**config.mk**
```make
export PLATFORM = sky130hd
export DESIGN_NAME = calc_driver
export DESIGN_NICKNAME = d
export VERILOG_FILES = /design/src/rtl/calc_pkg.sv /design/src/rtl/calc_golden.sv /design/src/rtl/calc_driver.sv
export SDC_FILE = /design/constraint.sdc
export NUM_CORES = 1
export LEC_CHECK = 0
export ABC_AREA = 1
export BUFFER_PORTS_ARGS = -buffer_cell sky130_fd_sc_hd__buf_2
export CORE_MARGIN = 10
export CORE_UTILIZATION = 60
export CTS_BUF_LIST = sky130_fd_sc_hd__clkbuf_4 sky130_fd_sc_hd__clkbuf_8 sky130_fd_sc_hd__clkbuf_16
export CTS_CLUSTER_DIAMETER = 200
export DETAILED_ROUTE_END_ITERATION = 10
export GPL_TIMING_DRIVEN = 0
export PLACE_DENSITY = 0.82
export SLEW_MARGIN = 20
export SYNTH_ARGS = -nofsm -noshare
export SYNTH_HDL_FRONTEND = slang
export SYNTH_SLANG_ARGS = --single-unit
```
**constraint.sdc**
```tcl
create_clock -name clk -period 7 [get_ports clk]
set_input_delay 1.05 -clock clk [delete_from_list [all_inputs] [get_ports clk]]
set_output_delay 1.05 -clock clk [all_outputs]
set_load 0.005 [all_outputs]
```
**src/rtl/calc_pkg.sv**
```systemverilog
// Shared definitions for the calculator driver: opcode encodings, the idle
// data value, the driver state enum and opcode classification helpers.
package calc_pkg;

  localparam logic [2:0] OP_MUL  = 3'd0;
  localparam logic [2:0] OP_ADD  = 3'd1;
  localparam logic [2:0] OP_SUB  = 3'd2;
  localparam logic [2:0] OP_SQR  = 3'd3;
  localparam logic [2:0] OP_ADD2 = 3'd4;
  localparam logic [2:0] OP_SUB2 = 3'd5;

  // Never a legal opcode, so the calculator cannot mistake it for one.
  localparam logic [7:0] IDLE_VAL = 8'hFF;

  typedef enum logic [2:0] {
    ST_IDLE,
    ST_ENTER,
    ST_GAP,
    ST_SETTLE,
    ST_DONE
  } drv_state_t;

  function automatic logic is_legal(input logic [2:0] op);
    return op <= OP_SUB2;
  endfunction

  function automatic logic is_binary(input logic [2:0] op);
    return op <= OP_SUB;
  endfunction

endpackage

```
**src/rtl/calc_golden.sv**
```systemverilog
// Combinational reference calculator; all arithmetic is modulo 256.
module calc_golden
  import calc_pkg::*;
(
  input  logic [7:0] opA,
  input  logic [7:0] opB,
  input  logic [2:0] opCode,
  output logic [7:0] expected
);

  // NOTE: every output of an always_comb gets a default first so no latch is inferred.
  always_comb begin
    expected = IDLE_VAL;
    case (opCode)
      OP_MUL:  expected = opA * opB;
      OP_ADD:  expected = opA + opB;
      OP_SUB:  expected = opA - opB;
      OP_SQR:  expected = opA * opA;
      OP_ADD2: expected = opA + 8'd2;
      OP_SUB2: expected = opA - 8'd2;
      default: expected = IDLE_VAL;
    endcase
  end

endmodule

```
**src/rtl/calc_driver.sv**
```systemverilog
// Drives an entry sequence (A, op[, B]) into a calculator with timed strobes,
// samples its result and compares it against an internal golden value.
module calc_driver
  import calc_pkg::*;
#(
  parameter int unsigned GAP    = 2,
  parameter int unsigned SETTLE = 2
) (
  input  logic       clk,
  input  logic       rst,
  input  logic       start,
  input  logic [7:0] opA,
  input  logic [2:0] opCode,
  input  logic [7:0] opB,
  output logic       validIn,
  output logic [7:0] dataIn,
  input  logic [7:0] calcOut,
  output logic       busy,
  output logic       done,
  output logic [7:0] result,
  output logic       mismatch,
  output logic       err
);

  localparam logic [3:0] GAP_LOAD    = 4'(GAP - 1);
  localparam logic [3:0] SETTLE_LOAD = 4'(SETTLE - 1);

  drv_state_t r_state;
  drv_state_t w_next;
  logic [7:0] r_op_a;
  logic [7:0] r_op_b;
  logic [2:0] r_op_code;
  logic [1:0] r_entry;
  logic [3:0] r_cnt;
  logic [7:0] r_result;
  logic       r_mismatch;
  logic       r_err;
  logic [7:0] w_golden;
  logic       w_accept;
  logic       w_last_entry;
  logic       w_cnt_zero;

  calc_golden u_golden (
    .opA      (r_op_a),
    .opB      (r_op_b),
    .opCode   (r_op_code),
    .expected (w_golden)
  );

  assign busy         = (r_state != ST_IDLE) && (r_state != ST_DONE);
  assign w_accept     = start && !busy;
  assign w_last_entry = is_binary(r_op_code) ? (r_entry == 2'd2) : (r_entry == 2'd1);
  assign w_cnt_zero   = (r_cnt == 4'd0);

  assign done     = (r_state == ST_DONE);
  assign validIn  = (r_state == ST_ENTER);
  assign result   = r_result;
  assign mismatch = r_mismatch;
  assign err      = r_err;

  always_comb begin
    w_next = r_state;
    case (r_state)
      ST_IDLE, ST_DONE: begin
        if (w_accept) w_next = is_legal(opCode) ? ST_ENTER : ST_DONE;
        else          w_next = ST_IDLE;
      end
      ST_ENTER:  w_next = w_last_entry ? ST_SETTLE : ST_GAP;
      ST_GAP:    if (w_cnt_zero) w_next = ST_ENTER;
      ST_SETTLE: if (w_cnt_zero) w_next = ST_DONE;
      default:   w_next = ST_IDLE;
    endcase
  end

  always_comb begin
    dataIn = IDLE_VAL;
    if (r_state == ST_ENTER) begin
      case (r_entry)
        2'd0:    dataIn = r_op_a;
        2'd1:    dataIn = {5'd0, r_op_code};
        default: dataIn = r_op_b;
      endcase
    end
  end

  // NOTE: state registers use non-blocking assignments so every flop samples pre-edge values.
  always_ff @(posedge clk) begin
    if (!rst) begin
      r_state    <= ST_IDLE;
      r_op_a     <= '0;
      r_op_b     <= '0;
      r_op_code  <= '0;
      r_entry    <= '0;
      r_cnt      <= '0;
      r_result   <= '0;
      r_mismatch <= 1'b0;
      r_err      <= 1'b0;
    end else begin
      r_state <= w_next;
      if (w_accept) begin
        r_op_a     <= opA;
        r_op_b     <= opB;
        r_op_code  <= opCode;
        r_entry    <= '0;
        r_mismatch <= 1'b0;
        r_err      <= !is_legal(opCode);
      end
      // One counter times both the inter-entry gap and the settle window.
      case (r_state)
        ST_ENTER: begin
          r_entry <= r_entry + 2'd1;
          r_cnt   <= w_last_entry ? SETTLE_LOAD : GAP_LOAD;
        end
        ST_GAP, ST_SETTLE: r_cnt <= r_cnt - 4'd1;
        default: ;
      endcase
      // Capture on the edge into DONE so result is already valid with done.
      if (r_state == ST_SETTLE && w_cnt_zero) begin
        r_result   <= calcOut;
        r_mismatch <= (calcOut != w_golden);
      end
    end
  end

endmodule

```
Word level (Yosys, flattened, before mapping)
Index checks and enable logic that the tools add are counted.
{"block": "totals", "reg_bits": 38, "latch_bits": 0, "mem_bits_rw": 0, "rom_bits": 0, "in_bits": 30, "word_cells": 65, "memories": 0}
{"block": "op_classes", "n_addsub": 6, "n_mul": 2, "div": 0, "order_cmp": 2, "n_eq_ne": 15, "shifts": 0, "muxes": 15, "bitwise": 0, "n_reduce_logical": 16}
{"cell": "$pmux 8 s6", "count": 1}
{"cell": "$mul 8x8->8", "count": 2}
{"cell": "$pmux 8 s2", "count": 1}
{"cell": "$eq 3x2->1 const B", "count": 4}
{"cell": "$mux 3", "count": 4}
{"cell": "$pmux 3 s4", "count": 1}
{"cell": "$eq 3x3->1 const B", "count": 3}
{"cell": "$add 8x2->8 const B", "count": 1}
{"cell": "$add 8x8->8", "count": 1}
{"cell": "$mux 8", "count": 1}
{"cell": "$ne 8x8->1", "count": 1}
{"cell": "$pmux 4 s2", "count": 1}
{"cell": "$sub 8x2->8 const B", "count": 1}
{"cell": "$sub 8x8->8", "count": 1}
{"cell": "$eq 3x1->1 const B", "count": 2}
{"cell": "$logic_not 3->1", "count": 2}
{"cell": "$reduce_bool 2->1", "count": 3}
{"cell": "$logic_not 4->1", "count": 1}
{"cell": "$mux 1", "count": 4}
{"cell": "$mux 2", "count": 2}
{"cell": "$ne 2x2->1 const B", "count": 2}
{"cell": "$reduce_or 2->1", "count": 2}
{"cell": "$sub 4x1->4 const B", "count": 1}
{"cell": "$le 3x2->1 const B", "count": 1}
{"cell": "other kinds (10)", "count": 13}

Logic depth before layout (Yosys ltp)
Gate-level depths: netlist of run 1.
{"block": "depth", "depth_word": 6, "ltp_mapped": 27, "depth_no_buf": 25}

Hierarchy
From an unflattened synthesis of run 1, not the netlist that was laid out.
{"block": "hier_totals", "cells_unflattened": 647, "area_unflattened_um2": 4443.0}
{"module": "calc_golden", "n_inst": 1, "cells_each": 414, "area_per_inst_um2": 2667.6, "seq_area_each_um2": 0.0}
{"module": "calc_driver", "n_inst": 1, "cells_each": 233, "area_per_inst_um2": 1775.5, "seq_area_each_um2": 760.7}

Least setup slack after synthesis of run 1
Ideal clock, no wire load.
{"block": "synth_path", "path_type": "register to register", "from": "reg r_op_a[1]", "to": "reg r_mismatch (netlist: mismatch)", "setup_ns": 0.109, "t_arrival_ns": 4.268, "required_ns": 6.891, "setup_slack_ns": 2.623, "path_stages_with_launch": 23, "cell_sequence": "dfxtp_1 > buf_2 > clkbuf_1 > nand2_1 > fa_1 > fa_1 > inv_1 > fa_1 > inv_1 > fa_1 > inv_1 > ha_1 > or2_2 > nand3_1 > nand2_1 > a21oi_1 > nand3_1 > nand2_1 > nand2_1 > nor2_1 > nand3_1 > nand2_1 > inv_1"}
{"block": "synth_between", "elab_chain_len": 4}
{"element": "from (decl)", "line_no": "calc_driver.sv:30", "rtl": "logic [7:0] r_op_a;"}
{"element": "from (signal assigned)", "line_no": "calc_driver.sv:101", "rtl": "r_op_a <= opA;"}
{"element": "$mul 8x8->8, or another cell as far along", "line_no": "calc_golden.sv:18", "rtl": "OP_SQR: expected = opA * opA;"}
{"element": "$pmux 8 s6 *", "line_no": "calc_golden.sv:14", "rtl": "case (opCode)"}
{"element": "$ne 8x8->1 *", "line_no": "calc_driver.sv:120", "rtl": "r_mismatch <= (calcOut != w_golden);"}
{"element": "$mux 1 *", "line_no": "calc_driver.sv:118", "rtl": "if (r_state == ST_SETTLE && w_cnt_zero) begin"}
{"element": "to (signal assigned)", "line_no": "calc_driver.sv:120"}
{"element": "to (decl)", "line_no": "calc_driver.sv:36", "rtl": "logic r_mismatch;"}
Mark *: on every way between the ends. The rest lies on a longest branch, timed or not.
A chain may end at the register's enable or synchronous reset.

Final worst setup path of run 1
Same ends and word-level chain as after synthesis.

==> metrics.md, run 1 <==
| Metric | Value |
|---|---|
| EDFF count, synth | 0 |
| Data required, critical path | a little over 7 ns |
| Dpl hpwl | roughly 9.6 mm |
| Critical R2R Launch | r_op_a[1] |
| Number of global-route vias before repair | around 4,500 |
| Wirelength per Cell | between 10 and 15 um |
| Distinct cells, synth | 38 |
| Adder-Cell Fraction of Synth Area | roughly 22% |
| Setup Fix Bufs, Post-CTS | 0 |
| Avg Vias per Cell | 5.47 |
| Pre-CTS setup slack | 1.87 ns |
| Peak supply drop | 0.000136 V |
| Setup Skew | 0.00515 ns |
| Synthesized Nets | just under 800 |
| Synth top cells by count | nand2_1, inv_1, a21oi_1 |
| Synth area leader | dfxtp_1 |
| Total GRT Usage | between 20% and 30% |
| Hold Vio Cnt, Final | 0 |
| Critical path endpoint category | flop |
| Port Buffers | slightly below 50 |
| Final std cells w/o fill | approximately 830 |
| Clock sink count | 38 |
| Slew headroom | a little under two thirds |
| Syn Area/Cell | 6.55 um2 |
| Largest family of logic cells by synthesized area | simple AND/OR/NAND/NOR gates |
| Ant diodes | 0 |
| Mapped Area | roughly 4400 um2 |
| Min Tclk post-route | between 5 and 6 ns |
| Most frequent cell after synthesis | nand2_1 |
| Post-synthesis mux area share | 0% |
| Top cells by area, synth | dfxtp_1, ha_1, nand2_1 |
| Placer Congestion | roughly 0.94 |
| TNS Setup | 0 ns |
| Syn Inst Count | between 600 and 700 |
| First-pass GRT wire length | ~20 mm |
| Largest net degree at the start of global routing | 13 |
| Drt total wl | between 10 and 15 mm |
| Fin util | 67.8% |
| CTS buffer count | 5 |
| Arr. time, crit path | about 5.4 ns |
| Leak | roughly 2.8 nW |
| Hold Crit Start | r_cnt[3] |
| Design area | roughly 5000 um2 |
| Yosys Warn Count | 0 |
| P per Cell Area | approximately 190 nW/um2 |
| Register area share after synthesis | between 10% and 20% |
| Share of layout cells above drive strength 1 | between 10% and 20% |
| Max Clk Rate | 193 MHz |
| Die width | 106 um |
| Worst hold path type | reg -> reg |
| Max cap viols | 0 |
| # setup viols final | 0 |
| DR pass1 iterations | 6 |
| Grt ovf | 0 |
| Die height | between 100 and 150 um |
| Hold-fix buffers at CTS | 0 |
| Pins over their slew limit | 0 |
| Startpoint Class | flop |
| Final period util | ~74% |
| Clock Tree Root | clkbuf_8 |
| DR iter-0 viols | between 300 and 400 |
| Synth Area in Compound Gates | ~14% |
| Post-Synth Simple-Gate Area | between 20% and 30% |
| Final #Nets | between 800 and 900 |
| TritonCTS clock tree | yes |
| Initial Util | between 60% and 70% |
| Async SR Flop Fraction | 0% |
| Status | finished, final reports clean |
| Final WS setup | 1.81 ns |
| Vias | 4,545 |
| Row count | 31 |
| Post-synth top flop | dfxtp_1 |
| Max Fanout on Critical Path | 10 |
| #FFs+latches synth | 38 |
| Clk slew on worst S/H paths | around 0.08 ns |
| Final hold slack | roughly 0.5 ns |
| Placed cell count | 823 |
| CTS resizes | 0 |
| Clock Path Buffers | 2 |
| Initial antenna violation count | 0 |
| Die ar. | between 10,000 and 15,000 um2 |
| Clock Latency Late Sink | about 0.30 ns |
| Synth-to-layout area growth | 10.5% |
| Final Power | around 0.91 mW |
| # IOs | 51 |
| Post-route ant nets | 0 |
| XOR/XNOR Fraction of Synth Area | slightly above 4% |
| Critical path launch point | r_op_a[1] |
| Core area | around 7200 um2 |
| Residual DRC | 0 |
| Htree depth | 2 |
| Tightest Pin Transition | between 0.5 and 0.6 ns |
| Synth top area share | between 10% and 20% |
| Cell Area, Placed | 4790 um2 |
| RSZ-0062 raised after global routing | no |
| Type of the worst setup path | reg -> reg |
## power breakdown
group | switching, mW | internal, mW | total [mW]
logic | 0.308 | 0.178 | 0.486
registers | 0.0230 | 0.237 | 0.260
clock network | 0.0872 | 0.0793 | 0.166
total | 0.418 | 0.493 | 0.912
## cell type report
class	instances	area, um2
buffer	22	103
clock buffer	6	82.6
clock inverter	2	12.5
fill	670	2330
inverter	129	487
multi-input combinational	486	3070
sequential	38	761
tap	99	124
timing repair buffer	49	245
## sequential cells by signal, indices dropped and copies added, names as in the netlist
signal,count
err,1
r_op_a,8
result,8
r_entry,2
r_op_code,3
r_state,3
r_cnt,4
mismatch,1
r_op_b,8
## final timing paths
check | to | slack [ns] | cells past startpoint
worst max-delay path | mismatch | 1.81 | 22
worst min register to register | r_cnt[3] | 0.50 | 2
worst min-delay path | r_cnt[3] | 0.50 | 2
worst max register to register | mismatch | 1.81 | 22
## critical path, cell delays in order (launching register included)
cell      delay (ns)
dfxtp_1         0.40
buf_2           0.27
clkbuf_1        0.46
nand2_1         0.17
fa_1            0.47
fa_1            0.54
inv_1           0.05
fa_1            0.47
inv_1           0.06
fa_1            0.53
inv_1           0.05
ha_1            0.34
or2_2           0.31
nand3_1         0.07
nand2_1         0.08
a21oi_1         0.25
nand3_1         0.10
nand2_1         0.07
nand2_1         0.05
nor2_1          0.17
nand3_1         0.11
nand2_1         0.07
inv_1           0.03
## cell usage in the layout (no fill, tap or decap), types with 2 or more instances in the layout
master    synthesis  layout
a211oi_1          2       2
clkinv_1          2       2
a221o_1           4       4
fa_1             20      20
o22ai_1           3       3
o31ai_1           3       3
nand3b_1          6       6
clkbuf_8          0       6
nand2_1         151     151
nor3_1            4       4
ha_1             47      47
buf_2             9      58
o21bai_1          2       2
nor2_2            3       3
a21o_1            2       2
xor2_1           14      14
dfxtp_1          38      38
nor2_1           37      37
inv_2             3       3
a21oi_1          57      57
nand2_2           2       2
nand3_1          53      53
nand4_1          15      15
or2_2             7       7
xnor2_1           7       7
nand3_4           2       2
o21ai_0          38      38
clkbuf_1         11      11
inv_1           123     123
## cells by family (layout without fill, tap and decap cells)
logic type	count (synthesis)	after routing
buf+inv	151	208
fa+ha+maj	67	67
simple gates	284	284
flops	38	38
xor+xnor	21	21
compound gates	114	114
## layer usage
metal	GRT usage (%)	share of wire (%)	vias up	wire length, um
met5	0	0	-	0
met4	7.64	2.2	0	265
met3	3.78	5.9	26	706
met2	35.7	46	165	5490
met1	26.8	46	2077	5400
li1	-	-	2277	-
(Power assumes the default switching activity.)
==> inputs of run 2 (changes only) <==
ABC_AREA = 0   (was 1)
CORE_UTILIZATION = 54   (was 60)
PLACE_DENSITY = 0.78   (was 0.82)
clock period = 4.7 ns   (was 7 ns; I/O delays follow)
==> metrics.md, run 2 <==
| Metric | Value |
|---|---|
| Critical path's slowest cell | fa_1 |
| Dpl hpwl | 8.73 mm (-9.2%) |
| Int Pwr | 0.901 mW (+83%) |
| Die height | 108 um (+1.8%) |
| Peak supply drop | 0.000243 V (+79%) |
| Type of the worst setup path | reg -> reg |
| Data required, critical path | 4.87 ns (-2.34 ns) |
| Yosys Warn Count | 0 (unchanged) |
| Die ar. | 11,600 um2 (+3.7%) |
| Most frequent cell after synthesis | nand2_1 |
| Synthesized Nets | 630 (-18%) |
| TNS Setup | 0 ns (unchanged) |
| Ant diodes | 0 (unchanged) |
| Multi-input logic area | 3170 um2 (+3.2%) |
| Clock power share | 22.3% (+4.0 points) |
| Max cap viols | 0 (unchanged) |
| Clock sink count | 38 (unchanged) |
| CTS buffer count | 5 (unchanged) |
| Clock Tree Root | clkbuf_8 |
| Max incr delay on CP | 0.53 ns (about the same) |
| Slew headroom | 48.2% (-16 points) |
| # IOs | 51 (unchanged) |
| Max Fanout on Critical Path | 10 (unchanged) |
| Placer Congestion | 0.980 (+4.3%) |
| Row count | 31 (unchanged) |
| Distinct cells, synth | 46 (+21%) |
| Total GRT Usage | 20.2% (-1.1 points) |
| Leak | 2.17 nW (-22%) |
| Final #Nets | 686 (-17%) |
| Initial antenna violation count | 0 (unchanged) |
| Arr. time, crit path | 4.65 ns (-0.75 ns) |
| Post-synth top flop | dfxtp_1 |
| Setup Skew | 0.00670 ns (+0.00155 ns) |
| Htree depth | 2 (unchanged) |
| EDFF count, synth | 0 (unchanged) |
| Clock Path Buffers | 2 (unchanged) |
| Core area | 7370 um2 (+2.2%) |
| FF+latch area | 776 um2 (+2.0%) |
| Hold Vio Cnt, Final | 0 (unchanged) |
| Startpoint Class | flop |
| Clk slew on worst S/H paths | 0.08 ns (about the same) |
| Drt total wl | 11.6 mm (-2.2%) |
| Async SR Flop Fraction | 0% (unchanged) |
| Sw power | 0.639 mW (+53%) |
| Final hold slack | 0.463 ns (-0.0348 ns) |
| TritonCTS clock tree | yes |
| DR iter-0 viols | 353 (+12%) |
| # setup viols final | 0 (unchanged) |
| Hold-fix buffers at CTS | 0 (unchanged) |
| Final period util | 95.3% (+21 points) |
| Tightest Pin Transition | 0.757 ns (+0.213 ns) |
| #FFs+latches synth | 38 (unchanged) |
| Syn Inst Count | 533 (-21%) |
| Mapped Area | 4170 um2 (-5.9%) |
| Grt ovf | 0 (unchanged) |
| RSZ-0062 raised after global routing | no |
| Initial Util | 56.5% (-4.8 points) |
| Synth area leader | dfxtp_1 |
| Top cells by area, synth | dfxtp_1, ha_1, fa_1 |
| Number of global-route vias before repair | 4,047 (-9.4%) |
| Port Buffers | 49 (unchanged) |
| Clock Latency Late Sink | 0.30 ns (about the same) |
| DR pass1 iterations | 5 (-1) |
| Synth top area share | 18.3% (+1.1 points) |
| Largest net degree at the start of global routing | 14 (+1) |
| Syn Area/Cell | 7.81 um2 (+19%) |
| Register area share after synthesis | 18.3% (+1.1 points) |
| Synth-to-layout area growth | 14.6% |
| P per Cell Area | 322 nW/um2 (+73%) |
| Status | finished, final reports clean |
| Wirelength per Cell | 16.8 um (+18%) |
| Critical path endpoint category | flop |
| Min Tclk post-route | 4.48 ns (-0.714 ns) |
| Synth top cells by count | nand2_1, ha_1, inv_1 |
| Reg2reg path depth | 17 (-23%) |
| Share of layout cells above drive strength 1 | 15.1% (+2.9 points) |
| Critical path cell sequence | clkbuf_8 -> nand2_1 -> fa_2 -> fa_1 -> inv_1 -> fa_1 -> inv_1 -> fa_1 -> inv_1 -> ha_4 -> a21oi_2 -> xnor3_1 -> xnor3_1 -> nor2b_1 -> a2111oi_2 -> xor2_1 -> a31oi_1 |
| Max Clk Rate | 223 MHz (+16%) |
| Switching share of total power | 41.5% (-4.4 points) |
| Avg Vias per Cell | 5.72 (+4.5%) |
| Vias | 3,939 (-13%) |
| Most frequent cells in the layout | nand2_1, buf_2, ha_1 |
| Worst hold path type | reg -> reg |
| Die width | 108 um (+1.8%) |
| Combinational cell fraction of total power | 50.7% (-2.6 points) |
| WHS Path Cells | 2 (unchanged) |
| Post-route ant nets | 0 (unchanged) |
| Commonest non-fill, non-tap cell in the layout | nand2_1 |
| Register share of total power | 27.0% (-1.5 points) |
| FILL cells | 653 (-2.5%) |
| First-pass GRT wire length | 19.3 mm (-4.4%) |
| Pins over their slew limit | 0 (unchanged) |
| Residual DRC | 0 (unchanged) |
[run 2: changes by cell type after synthesis, sizes merged, moves of 7 or more]
cell / before / now
a31oi: 0 / 7
a21boi: 0 / 30
and2: 0 / 23
inv: 127 / 42
nand3: 56 / 7
xnor2: 7 / 37
nor2: 40 / 27
o21ai: 39 / 9
nand2: 154 / 99
clkbuf: 12 / 28
nand4: 15 / 1
a21oi: 57 / 35
buf: 10 / 1
nor2b: 0 / 7
[run 2: critical path, delay by kind of cell (launching register included)]
kind | cells | cell delay, ns
compound gates | 3 | 0.57
xor+xnor | 3 | 0.68
fa+ha+maj | 5 | 2.18
buf+inv | 4 | 0.35
flops | 1 | 0.39
simple gates | 2 | 0.17
[run 2: repair_timing]
| item | 4_1_cts | 5_1_grt |
|---|---|---|
| resized for setup | 16 | 19 |
| setup buffers | 1 | 1 |
| pin swaps | 2 | 3 |
| setup endpoints to repair | 1 | 1 |
| cloned | 0 | 0 |
[run 2: area by class of cell]
| cell class | instances | area share, % |
|---|---|---|
| Multi-Input combinational cell | 424 | 66.4 |
| Sequential cell | 38 | 16.2 |
| Timing Repair Buffer | 51 | 5.45 |
| Inverter | 42 | 3.30 |
| Buffer | 27 | 3.09 |
| Tap cell | 99 | 2.59 |
| Clock buffer | 5 | 1.44 |
| Clock inverter | 3 | 1.44 |
[run 2: cells by family (layout without fill, tap and decap cells)]
| kind of cell | after synthesis | count (layout) | share of synthesized area [%] |
|---|---|---|---|
| flip-flops | 38 | 38 | 18.3 |
| buffers and inverters | 71 | 128 | 6.58 |
| AO/OA/AOI/OAI | 108 | 108 | 17.0 |
| adder cells (fa/ha/maj) | 67 | 67 | 23.7 |
| AND/OR/NAND/NOR | 196 | 196 | 22.2 |
| XOR/XNOR | 49 | 49 | 11.1 |
| multiplexers | 4 | 4 | 1.05 |
[run 2: stage by stage]
| step | cell area [um2] | setup slack, ns | cells | power [mW] | util, % |
|---|---|---|---|---|---|
| CTS | 4710 | 0.0676 | 688 | 1.50 | 63.9 |
| global route | 4770 | 0.0185 | 689 | 1.64 | 64.8 |
| floorplan | 4170 | 0.0379 | 533 | 0.949 | - |
| detailed placement | 4530 | -0.708 | 681 | 1.15 | 61.5 |
| global placement | 4530 | -0.641 | 681 | 1.13 | 61.5 |
| finish | 4770 | 0.223 | 689 | 1.54 | 64.8 |
[run 2: worst paths after layout]
check	startpoint	to	slack (ns)
hold / removal	result[1]	result[1]	0.46
setup / recovery	r_op_a[1]	mismatch	0.22
setup reg to reg	r_op_a[1]	mismatch	0.22
hold reg to reg	result[1]	result[1]	0.46
[run 2: per-layer routing]
metal / vias up / wire length [um] / track usage (%)
li1: 1890 / - / -
met1: 1839 / 4970 / 25.3
met2: 182 / 5590 / 34.8
met3: 28 / 786 / 3.11
met4: 0 / 259 / 6.20
met5: - / 0 / 0
[run 2: power by group through the flow]
stage               Combinational, mW  Sequential, mW  Clock (mW)
global placement                0.715           0.417           0
detailed placement              0.735           0.418           0
CTS                             0.746           0.415       0.344
global route                    0.868           0.421       0.355
finish                          0.781           0.416       0.343
floorplan                       0.549           0.400           0
==> inputs of run 3 (changes only) <==
CORE_UTILIZATION = 60   (was 54)
PLACE_DENSITY = 0.82   (was 0.78)
clock period = 4.4 ns   (was 4.7 ns; I/O delays follow)
==> metrics.md, run 3 (synthesis results as in run 2) <==
| Metric | Value |
|---|---|
| Startpoint Class | flop |
| Grt ovf | 0 (unchanged) |
| DR iter-0 viols | 381 (+7.9%) |
| Number of global-route vias before repair | 4,164 (+2.9%) |
| Core area | 6760 um2 (-8.3%) |
| Clock Path Buffers | 2 (unchanged) |
| Clock Tree Root | clkbuf_8 |
| Type of the worst setup path | reg -> reg |
| Min Tclk post-route | 4.22 ns (-0.256 ns) |
| Initial Util | 61.6% (+5.1 points) |
| Critical path launch point | r_op_a[5] |
| Vias | 3,954 (+0.38%) |
| Dpl hpwl | 8.75 mm (+0.20%) |
| Clock Latency Late Sink | 0.30 ns (about the same) |
| Wirelength per Cell | 17.4 um (+3.2%) |
| Die ar. | 10,700 um2 (-8.2%) |
| Hold Vio Cnt, Final | 0 (unchanged) |
| # IOs | 51 (unchanged) |
| Share of layout cells above drive strength 1 | 18.4% (+3.3 points) |
| Critical path's slowest cell | dfxtp_1 |
| DR pass1 iterations | 5 (unchanged) |
| Hold-fix buffers at CTS | 0 (unchanged) |
| Final period util | 96.0% (+0.69 points) |
| Clk slew on worst S/H paths | 0.09 ns (about the same) |
| Reg2reg path depth | 15 (-2) |
| Htree depth | 2 (unchanged) |
| Hold Crit Start | result[0] |
| Die width | 103 um (-4.2%) |
| Worst R2R End | mismatch |
| Tightest Pin Transition | 0.628 ns (-0.130 ns) |
| Critical R2R Launch | r_op_a[5] |
| Data required, critical path | 4.59 ns (-0.28 ns) |
| Pins over their slew limit | 0 (unchanged) |
| First-pass GRT wire length | 19.9 mm (+3.4%) |
| Placer Congestion | 0.935 (-4.5%) |
| Slew headroom | 58.2% (+10 points) |
| Total GRT Usage | 23.7% (+3.5 points) |
| CP bufs+invs | 3 (-1) |
| Synth-to-layout area growth | 17.0% |
| Leak | 2.23 nW (+2.7%) |
| Hold Path End | result[0] |
| P per Cell Area | 338 nW/um2 (+4.7%) |
| Design area | 4870 um2 (+2.1%) |
| Avg Vias per Cell | 5.82 (+1.9%) |
| Most frequent cells in the layout | nand2_1, buf_2, ha_1 |
| R2r setup slk | 0.18 ns (-0.04 ns) |
| Fin util | 72.1% (+7.4 points) |
| CTS buffer count | 5 (unchanged) |
| Max Clk Rate | 237 MHz (+6.1%) |
| Worst hold path type | reg -> reg |
| RSZ-0062 raised after global routing | no |
| # setup viols final | 0 (unchanged) |
| Cell Area, Placed | 4540 um2 (+0.17%) |
| Post-route ant nets | 0 (unchanged) |
| WHS Path Cells | 2 (unchanged) |
| Peak supply drop | 0.000289 V (+19%) |
| Max incr delay on CP | 0.69 ns (+0.16 ns) |
| Largest net degree at the start of global routing | 14 (unchanged) |
| Final #Nets | 695 (+1.3%) |
| Critical path cell sequence | nand2_1 -> inv_1 -> ha_1 -> ha_1 -> fa_1 -> inv_1 -> fa_1 -> inv_1 -> ha_1 -> a21oi_1 -> xnor2_1 -> nor2_1 -> a2111oi_2 -> xor2_1 -> a31oi_1 |
| Setup Skew | 0.0151 ns (+0.00837 ns) |
| Top cell family by delay on the critical path | adder cells |
| Drt total wl | 11.8 mm (+1.7%) |
| Ant diodes | 0 (unchanged) |
| Residual DRC | 0 (unchanged) |
| Final Power | 1.65 mW (+6.9%) |
| Commonest non-fill, non-tap cell in the layout | nand2_1 |
| Port Buffers | 49 (unchanged) |
| Max cap viols | 0 (unchanged) |
| Max Fanout on Critical Path | 9 (-1) |
| TritonCTS clock tree | yes |
| Die height | 103 um (-4.2%) |
| Status | finished, final reports clean |
| Arr. time, crit path | 4.41 ns (-0.24 ns) |
| Row count | 30 (-3.2%) |
| Initial antenna violation count | 0 (unchanged) |
| Clock sink count | 38 (unchanged) |
| Critical path endpoint category | flop |
[run 3: worst max path at each step]
stage / end / slack (ns) / cells past startpoint
detailed placement: mismatch / -0.46 / 17
finish: mismatch / 0.18 / 15
global placement: mismatch / -0.44 / 17
floorplan: mismatch / 0.06 / 17
global route: mismatch / 0.01 / 15
CTS: mismatch / 0.03 / 17
[run 3: layout make-up]
type | count | area (um2)
clock inverter | 2 | 38.8
multi-input combinational | 424 | 3210
inverter | 42 | 158
sequential | 38 | 785
fill | 509 | 1880
buffer | 27 | 165
tap | 80 | 100
timing repair buffer | 60 | 328
clock buffer | 6 | 93.8
[run 3: report_power, final]
part           switching (mW)  internal [mW]  leakage [nW]
sequential             0.0538          0.386         0.315
clock                   0.141          0.204        0.0665
combinational           0.495          0.366          1.85
total                   0.689          0.957          2.23
[run 3: what timing repair did]
| item | CTS | global route |
|---|---|---|
| endpoints found under the setup margin | 1 | 1 |
| gates resized for setup | 25 | 19 |
| gates cloned | 0 | 0 |
| buffers inserted | 3 | 8 |
| pin swaps | 2 | 9 |
[run 3: metrics by stage]
stage	instances	setup WS (ns)	hold slack [ns]	TNS, ns
2_1_floorplan	533	0.0570	0.460	0
3_3_place_gp	662	-0.438	0.449	-0.438
3_5_place_dp	662	-0.462	0.461	-0.462
4_1_cts	673	0.0289	0.474	0
5_1_grt	679	0.0121	0.507	0
6_report	679	0.178	0.472	0
[run 3: worst min-delay path, stage by stage, from the launching register on]
cell      delay, ns
dfxtp_1        0.32
nand2_1        0.04
a21boi_0       0.07
[run 3: layer usage]
| layer | global-route usage [%] | part of all wire (%) | wire length (um) | up-vias |
|---|---|---|---|---|
| met4 | 8.34 | 3.0 | 353 | 0 |
| met5 | 0 | 0 | 0 | - |
| met3 | 5.51 | 7.6 | 899 | 33 |
| met2 | 39.0 | 46 | 5430 | 165 |
| met1 | 29.7 | 43 | 5120 | 1851 |
| li1 | - | - | - | 1905 |
